--- config.mk ---
export PLATFORM = sky130hd
export DESIGN_NAME = ntt_pass_sched
export DESIGN_NICKNAME = d
export VERILOG_FILES = /design/src/rtl/ntt_sched_pkg.sv /design/src/rtl/ntt_credit_ctr.sv /design/src/rtl/ntt_pass_sched.sv
export SDC_FILE = /design/constraint.sdc
export NUM_CORES = 1
export LEC_CHECK = 0
export BUFFER_PORTS_ARGS = -buffer_cell sky130_fd_sc_hd__buf_2
export CAP_MARGIN = 25
export CORE_MARGIN = 4
export CORE_UTILIZATION = 56
export CTS_BUF_LIST = sky130_fd_sc_hd__clkbuf_8 sky130_fd_sc_hd__clkbuf_16
export DETAILED_ROUTE_END_ITERATION = 7
export PLACE_DENSITY = 0.75
export SETUP_SLACK_MARGIN = 0.15
export SYNTH_ARGS = -nofsm -noshare
export SYNTH_HDL_FRONTEND = slang
export SYNTH_SLANG_ARGS = --single-unit
--- constraint.sdc ---
create_clock -name clk_i -period 10.8 [get_ports clk_i]
set_clock_uncertainty 0.15 [all_clocks]
set_input_delay 2.7 -clock clk_i [delete_from_list [all_inputs] [get_ports clk_i]]
set_output_delay 2.7 -clock clk_i [all_outputs]
set_load 0.01 [all_outputs]
--- src/rtl/ntt_sched_pkg.sv ---
`default_nettype none
// ntt_sched_pkg -- shared state encoding and sizing helpers for the NTT pass scheduler (rev 1.0)

package ntt_sched_pkg;

  typedef enum logic [2:0] {
    IDLE   = 3'd0,
    FEED   = 3'd1,
    DRAIN  = 3'd2,
    SWITCH = 3'd3,
    DONE   = 3'd4
  } state_t;

  // Beats per core NTT: 2^nlevel points, 2*nlane points per beat.
  function automatic int beats_f(input int nlevel, input int nlane);
    return (1 << nlevel) / (2 * nlane);
  endfunction

  function automatic int cnt_w_f(input int nntt_w, input int nlevel, input int nlane);
    return nntt_w + $clog2(beats_f(nlevel, nlane));
  endfunction

endpackage

`default_nettype wire

--- src/rtl/ntt_credit_ctr.sv ---
`default_nettype none
// ntt_credit_ctr -- saturating up/down credit counter for the output sink (rev 1.0)

module ntt_credit_ctr #(
  parameter int MAX = 512,
  parameter int W   = $clog2(MAX + 1)
) (
  input  logic         clk,
  input  logic         rst_n,
  input  logic         up,
  input  logic         down,
  output logic [W-1:0] count,
  output logic         sat_err
);

  logic at_max;

  assign at_max  = (count == W'(MAX));
  assign sat_err = up & ~down & at_max;

  always_ff @(posedge clk or negedge rst_n) begin
    if (!rst_n) begin
      count <= W'(MAX);
    end else if (up && !down) begin
      if (!at_max) count <= count + 1'b1;
    end else if (down && !up && (count != '0)) begin
      count <= count - 1'b1;
    end
  end

endmodule

`default_nettype wire

--- src/rtl/ntt_pass_sched.sv ---
`default_nettype none
// ntt_pass_sched -- feeds both passes of the 2^24 NTT into the 2^12-point core with sink-credit flow control (rev 1.0)

module ntt_pass_sched
  import ntt_sched_pkg::*;
#(
  parameter int NLEVEL      = 12,
  parameter int NLANE       = 8,
  parameter int NNTT_W      = 13,
  parameter int OUT_CREDITS = 512,
  parameter int SW_GAP      = 4
) (
  input  logic              clk_i,
  input  logic              rst_ni,
  input  logic              start_i,
  input  logic [NNTT_W-1:0] cfg_nntt_i,
  output logic              busy_o,
  output logic              done_o,
  output logic              pass1_o,
  input  logic              src_valid_i,
  output logic              src_ready_o,
  output logic [NLANE-1:0]  ntt_valid_o,
  input  logic [NLANE-1:0]  ntt_valid_i,
  input  logic              snk_pop_i,
  output logic              err_o
);

  localparam int BEATS = beats_f(NLEVEL, NLANE);
  localparam int CNT_W = cnt_w_f(NNTT_W, NLEVEL, NLANE);
  localparam int CR_W  = $clog2(OUT_CREDITS + 1);
  localparam int GAP_W = (SW_GAP > 1) ? $clog2(SW_GAP) : 1;

  state_t            state;
  logic [CNT_W-1:0]  total;
  logic [CNT_W-1:0]  issued;
  logic [CNT_W-1:0]  outcnt;
  logic [GAP_W-1:0]  gap;
  logic [CR_W-1:0]   credits;
  logic              cr_err;
  logic              fire;
  logic              out_beat;
  logic              lane_bad;
  logic              beat_err;

  // The core cannot stall, so a beat is only admitted if the sink has room for its result.
  assign src_ready_o = (state == FEED) && (issued < total) && (credits != '0);
  assign fire        = src_valid_i & src_ready_o;
  assign ntt_valid_o = {NLANE{fire}};

  assign out_beat = ntt_valid_i[0];
  assign lane_bad = (ntt_valid_i != '0) && (ntt_valid_i != '1);
  assign beat_err = out_beat && ((state == IDLE) || (state == SWITCH) || (outcnt == total));

  ntt_credit_ctr #(
    .MAX (OUT_CREDITS),
    .W   (CR_W)
  ) u_credit (
    .clk     (clk_i),
    .rst_n   (rst_ni),
    .up      (snk_pop_i),
    .down    (fire),
    .count   (credits),
    .sat_err (cr_err)
  );

  always_ff @(posedge clk_i or negedge rst_ni) begin
    if (!rst_ni) begin
      state   <= IDLE;
      total   <= '0;
      issued  <= '0;
      outcnt  <= '0;
      gap     <= '0;
      busy_o  <= 1'b0;
      done_o  <= 1'b0;
      pass1_o <= 1'b0;
      err_o   <= 1'b0;
    end else begin
      done_o <= 1'b0;
      if (out_beat) outcnt <= outcnt + 1'b1;
      if (beat_err || lane_bad || cr_err) err_o <= 1'b1;

      case (state)
        IDLE: begin
          if (start_i) begin
            total   <= CNT_W'(cfg_nntt_i) * CNT_W'(BEATS);
            issued  <= '0;
            outcnt  <= '0;
            pass1_o <= 1'b0;
            busy_o  <= 1'b1;
            state   <= (cfg_nntt_i == '0) ? DONE : FEED;
          end
        end
        FEED: begin
          if (fire) begin
            issued <= issued + 1'b1;
            if ((issued + 1'b1) == total) state <= DRAIN;
          end
        end
        DRAIN: begin
          if (outcnt == total) begin
            if (pass1_o) begin
              state <= DONE;
            end else begin
              pass1_o <= 1'b1;
              issued  <= '0;
              outcnt  <= '0;
              gap     <= '0;
              state   <= SWITCH;
            end
          end
        end
        SWITCH: begin
          if (gap == GAP_W'(SW_GAP - 1)) state <= FEED;
          else                           gap   <= gap + 1'b1;
        end
        DONE: begin
          done_o  <= 1'b1;
          busy_o  <= 1'b0;
          pass1_o <= 1'b0;
          state   <= IDLE;
        end
        default: state <= IDLE;
      endcase
    end
  end

endmodule

`default_nettype wire
==> qor.csv, run 1 <==
metric;value;unit
status;finished, final reports clean;
signal arrival time at the worst endpoint;3.62;ns
# setup viols final;0;
relative slew slack;0.381;
max_cap viols;0;
CTS buffer count;9;
CP Max Fanout;34;
IO Pins;39;
Post-Layout Cell Count;676;
Placed Cells incl. Taps;660;
detailed placer's ending HPWL;7.41;mm
Clock Latency Late Sink;0.34;ns
root buf cell;clkbuf_8;
Post-CTS Hold Buffers;0;
Initial Utilization;0.578;
sequential element share of the synthesized area;0.390;
first-pass GRT wire length;17.5;mm
final slew viol count;0;
via/cell ratio;5.78;
clock period minus worst slack;6.47;ns
worst r2r src;total[14];
DIE WIDTH;100;µm
count of buffers from port buffering;38;
H-tree depth;3;
Yosys warnings;0;
filler instances;685;
Pleak;0.00241;µW
DR vias;3904;
Clock Pin Slew Worst Setup and Hold Paths;0.09;ns
Fmax achieved;155;MHz
storage element area;1850;µm²
worst slew pin tran;0.928;ns
CTS tree;done;
Rows;33;
Hold Path End;err_o;
CP cell instances;buf_2 -> inv_1 -> a211oi_4 -> buf_4 -> buf_2;
endpoint class of the critical path;output port;
critical path type;in -> out;
Crit path required time;7.95;ns
multi-input logic area;2660;µm²
Diodes inserted;0;
Die ar.;10000;µm²
clock sink count;74;
cell area after synthesis;4750;µm²
die height;100;µm
Initial DRT Pass Iterations;4;
largest net degree at the start of global routing;75;
drt first-iter violations;168;
Tightest Hold Check Type;reg -> reg;
Critical Path Max Stage Delay;0.36;ns
Post-CTS Setup Inserts;0;
synth unique cells;47;
r2r setup slk;6.05;ns
Worst path most repeated cell;buf_2;
Total Neg Setup Slack;0;ns
r2r endpoint;u_credit.count[9];
initial antenna violation count;0;
GRT Residual Overflow;0;
unrepaired setup endpoints after global routing;false;
gpl congestion;0.872;
PostCTS Resize Cnt;0;
P per Cell Area;164;nW/µm²
final hold vios;0;
fraction of layout cells with a size suffix above 1;0.133;
Net count, final;617;
core area;8220;µm²
vias in the first global route;3865;
# DRC;0;
Routed WL;10.1;mm
Worst Hold Depth;2;
register bit total from synthesis;74;
Mapped Cells;543;
CTS Buffer Depth;2;
CP startpoint kind;input port;
GRT Overall Usage;0.212;
Area Growth Syn to Fin;8.75;%
min-delay src;err_o;
Worst R2R Path Depth;18;
Syn Nets;594;
Final ANT Viol Nets;0;
VDD IR max;0.115;mV
routed len/inst;15.0;µm
period utilization;0.599;
slowest stage cell, crit path;buf_4;
syn avg cell area;8.74;µm²
per-layer routing:
metal	wire, µm	vias to the layer above	GRT usage	share of wire
met3	390	12	0.0347	0.038
met4	176	0	0.0736	0.017
met1	4690	1874	0.284	0.46
met5	0	-	0	0
li1	-	1935	-	-
met2	4880	83	0.352	0.48
per-stage QoR:
stage | power [µW] | hold WS, ns | utilization | setup WS [ns] | instance area, µm²
after detailed placement | 650 | 0.339 | 0.605 | 4.34 | 4970
after CTS | 854 | 0.361 | 0.628 | 4.34 | 5160
after global routing | 914 | 0.378 | 0.628 | 4.29 | 5160
final | 849 | 0.352 | 0.628 | 4.33 | 5160
after floorplan | 588 | 0.323 | - | 4.24 | 4750
after global placement | 634 | 0.337 | 0.605 | 4.39 | 4970
cell type report:
cell class	count	area share
multi-input cells	412	0.516
flip-flops and latches	74	0.359
repair buffers	43	0.0446
clock buffers	11	0.0293
well taps	105	0.0254
inverters	26	0.0189
clock inverters	5	0.00727
sequential cells by signal, indices dropped and copies added (netlist names):
register and cells:
gap 2, err_o 1, busy_o 1, state 3, total 13, issued 21
pass1_o 1, done_o 1, u_credit.count 10, outcnt 21
synthesized netlist by cell type (all sizes together):
cell / number / area, µm²
a211oi: 2 / 27.5
a21bo: 1 / 10.0
a21o: 3 / 22.5
a21oi: 36 / 180
a31o: 1 / 8.76
a31oi: 18 / 113
a41oi: 4 / 35.0
and2: 4 / 25.0
and3: 13 / 86.3
and3b: 1 / 8.76
and4: 2 / 17.5
buf: 11 / 75.1
clkbuf: 20 / 75.1
dfrtp: 73 / 1830
dfstp: 1 / 26.3
fa: 1 / 20.0
ha: 24 / 300
inv: 26 / 97.6
mux2: 4 / 45.0
mux2i: 5 / 50.1
nand2: 57 / 216
nand2b: 6 / 37.5
nand3: 21 / 110
nand3b: 1 / 7.51
nand4: 18 / 119
nor2: 54 / 203
nor2b: 3 / 18.8
nor3: 13 / 65.1
nor3b: 2 / 15.0
nor4: 11 / 90.1
nor4b: 2 / 17.5
nor4bb: 1 / 10.0
o21a: 2 / 15.0
o21ai: 31 / 155
o21bai: 2 / 15.0
o41ai: 1 / 8.76
or4: 1 / 7.51
xnor2: 46 / 403
xor2: 21 / 184
report_power, final:
part	switching [µW]	internal, µW
clock	106	96.8
combinational	131	120
sequential	67.0	328
total	304	545
critical path, delay by kind of cell:
family	cells	cell delay, ns
compound gates	1	0.21
buf+inv	4	0.70
worst max path at each step:
stage | cells past startpoint | from | endpoint | slack, ns
final | 5 | src_valid_i | ntt_valid_o[3] | 4.33
after global routing | 5 | src_valid_i | ntt_valid_o[6] | 4.29
after CTS | 5 | src_valid_i | ntt_valid_o[3] | 4.34
after detailed placement | 5 | src_valid_i | ntt_valid_o[3] | 4.34
after global placement | 5 | src_valid_i | ntt_valid_o[5] | 4.39
after floorplan | 4 | src_valid_i | ntt_valid_o[0] | 4.24
cells in the final DEF, fill, tap and decap left out, types with 5 or more instances in the layout:
cell,Yosys,final
o21ai_0,31,31
buf_2,3,37
clkbuf_8,0,11
a31oi_1,18,18
nand2_1,56,56
and3_1,12,12
nor4_1,9,9
mux2i_1,5,5
nor2_1,54,54
nand4_1,17,17
dfrtp_1,73,73
nand3_1,20,20
xnor2_1,46,46
ha_1,24,24
buf_4,8,6
xor2_1,21,21
inv_1,26,26
a21oi_1,36,36
nor3_1,13,11
nand2b_1,6,6
cell families after synthesis:
logic type      synth area share
compound gates             0.124
xor+xnor                   0.124
fa+ha+maj                 0.0675
buf+inv                   0.0522
flops                      0.390
mux                       0.0200
simple gates               0.222
(Power assumes the default switching activity.)
==> run 2, diff against run 1 <==
--- a/config.mk
+++ b/config.mk
@@ -5,13 +5,14 @@
 export SDC_FILE = /design/constraint.sdc
 export NUM_CORES = 1
 export LEC_CHECK = 0
+export ABC_AREA = 1
 export BUFFER_PORTS_ARGS = -buffer_cell sky130_fd_sc_hd__buf_2
 export CAP_MARGIN = 25
 export CORE_MARGIN = 4
-export CORE_UTILIZATION = 56
+export CORE_UTILIZATION = 55
 export CTS_BUF_LIST = sky130_fd_sc_hd__clkbuf_8 sky130_fd_sc_hd__clkbuf_16
 export DETAILED_ROUTE_END_ITERATION = 7
-export PLACE_DENSITY = 0.75
+export PLACE_DENSITY = 0.77
 export SETUP_SLACK_MARGIN = 0.15
 export SYNTH_ARGS = -nofsm -noshare
 export SYNTH_HDL_FRONTEND = slang
==> constraint.sdc (replaced) <==
create_clock -name clk_i -period 5.3 [get_ports clk_i]
set_clock_uncertainty 0.15 [all_clocks]
set_input_delay 1.325 -clock clk_i [delete_from_list [all_inputs] [get_ports clk_i]]
set_output_delay 1.325 -clock clk_i [all_outputs]
set_load 0.01 [all_outputs]
==> qor.csv, run 2 <==
metric;value;unit;change
critical path startpoint;state[1];;
Yosys warnings;0;;unchanged
relative slew slack;0.523;;+0.142
pre-CTS setup slack;1.73;ns;-2.61 ns
share of the synthesized area in the top cell type;0.346;;-0.0390
P per Cell Area;418;nW/µm²;+150%
core area;9280;µm²;+13%
Synth top cells by count;nand2_1 (191), inv_1 (94), dfrtp_1 (73), nor2_1 (72), nand3_1 (69);;
Post-CTS Setup Inserts;0;;unchanged
Clock Latency Late Sink;0.35;ns;about the same
r2r setup slk;1.69;ns;-4.36 ns
Post-synth EDFFs;0;;unchanged
fraction of registers with async set/reset;1.00;;unchanged
clock sink count;74;;unchanged
CTS buffer count;9;;unchanged
Rows;35;;+6.1%
worst slew pin tran;0.709;ns;-0.219 ns
unrepaired setup endpoints after global routing;false;;
Syn Nets;798;;+34%
design area;5770;µm²;+12%
gpl congestion;0.932;;+6.8%
final core occ;0.621;;-0.00715
CTS tree;done;;
Pleak;0.00277;µW;+15%
Total Neg Setup Slack;0;ns;unchanged
Post-CTS Hold Buffers;0;;unchanged
final hold vios;0;;unchanged
DP Area;5530;µm²;+11%
min-delay src;err_o;;
commonest cells after routing, fill and taps aside;nand2_1 (191), inv_1 (94), dfrtp_1 (73), nor2_1 (72), nand3_1 (69);;
GRT Overall Usage;0.250;;+0.0370
Synth area leader;dfrtp_1;;
root buf cell;clkbuf_8;;
total power;2410;µW;+180%
Final ANT Viol Nets;0;;unchanged
most common cell after layout, fill and taps aside;nand2_1;;
clock period minus worst slack;3.75;ns;
cell with the most instances after synthesis;nand2_1;;
detailed placer's ending HPWL;10.3;mm;+39%
Tightest Hold Check Type;reg -> reg;;
cell area after synthesis;5280;µm²;+11%
syn avg cell area;7.07;µm²;-19%
PostCTS Resize Cnt;0;;unchanged
register bit total from synthesis;74;;unchanged
Routed WL;13.3;mm;+31%
via/cell ratio;5.51;;-4.5%
setup ws final;1.55;ns;-2.78 ns
signal arrival time at the worst endpoint;2.27;ns;-1.35 ns
die height;106;µm;+5.9%
Initial DRT Pass Iterations;5;;+1
filler instances;856;;+25%
VDD IR max;0.269;mV;+130%
# setup viols final;0;;unchanged
first-pass GRT wire length;22.9;mm;+31%
worst r2r src;state[1];;
DR vias;5035;;+29%
largest net degree at the start of global routing;75;;unchanged
Crit path required time;3.83;ns;-4.12 ns
Clock Pin Slew Worst Setup and Hold Paths;0.08;ns;about the same
routed len/inst;14.5;µm;-3.0%
CTS Buffer Depth;2;;unchanged
initial antenna violation count;0;;unchanged
CP startpoint kind;flip-flop;;
Initial Utilization;0.569;;-0.00875
GRT Residual Overflow;0;;unchanged
Die ar.;11200;µm²;+12%
period utilization;0.707;;
Net count, final;830;;+35%
Top FF cell, synth;dfrtp_1;;
sequential element share of the synthesized area;0.351;;-0.0396
# DRC;0;;unchanged
Diodes inserted;0;;unchanged
endpoint class of the critical path;output port;;
drt first-iter violations;368;;+120%
biggest regs;issued (21), outcnt (21), total (13);;
final slew viol count;0;;unchanged
count of buffers from port buffering;38;;unchanged
synth unique cells;46;;-2.1%
max_cap viols;0;;unchanged
Mapped Cells;747;;+38%
DIE WIDTH;106;µm;+5.9%
IO Pins;39;;unchanged
CP Max Fanout;22;;-35%
status;finished, final reports clean;;
H-tree depth;3;;unchanged
synth top area cells;dfrtp_1 (35%), nand2_1 (14%), inv_1 (6.7%);;
vias in the first global route;4851;;+26%
Area Growth Syn to Fin;9.16;%;
Fmax achieved;267;MHz;
fraction of layout cells with a size suffix above 1;0.108;;-0.0247
critical path type;reg -> out;;
[run 2: cell type report]
cell class	count	area, µm²	area share
timing repair buffer	41	235	0.0408
inverter	100	380	0.0659
tap	129	161	0.0280
clock buffer	10	138	0.0239
sequential	74	1850	0.321
clock inverter	6	73.8	0.0128
multi-input combinational	553	2930	0.507
[run 2: where the power goes]
group          internal [µW]  total, µW  leakage, µW  switching (µW)
sequential               690        805     0.000954             115
combinational            388       1130      0.00170             747
clock                    235        469     0.000107             233
total                   1310       2410      0.00277            1090
[run 2: through the flow]
stage | instances | hold slack [ns]
after floorplan | 747 | 0.303
after global placement | 896 | 0.317
after detailed placement | 896 | 0.339
after CTS | 912 | 0.365
after global routing | 913 | 0.404
final | 913 | 0.357
[run 2: cells by family after synthesis]
kind of cell,after synthesis,share of synthesized area
xor+xnor,30,0.0523
fa+ha+maj,25,0.0606
mux,1,0.00213
compound gates,101,0.103
buf+inv,120,0.0954
simple gates,396,0.336
flops,74,0.351
[run 2: routing by layer]
layer | global-route usage | wire (µm) | up-vias
met3 | 0.0522 | 1010 | 26
met4 | 0.0814 | 285 | 0
li1 | - | - | 2503
met2 | 0.389 | 6040 | 192
met1 | 0.348 | 5940 | 2314
met5 | 0 | 0 | -
[run 2: worst paths after layout]
| path | end | cells after the start |
|---|---|---|
| worst max-delay path | ntt_valid_o[6] | 9 |
| worst min-delay path | err_o | 2 |
| worst max register to register | u_credit.count[7] | 17 |
| worst min register to register | err_o | 2 |
| max in group asynchronous | u_credit.count[9] | 2 |
| min in group asynchronous | issued[7] | 1 |
[run 2: worst max-delay path: stages (launching register included)]
cell and delay, ns:
dfrtp_1 0.47, nor3_4 0.21, buf_4 0.30, inv_2 0.13, nor2_1 0.11, o211ai_1 0.11, a21oi_2 0.15, nand3_2 0.14
inv_2 0.15, buf_2 0.16
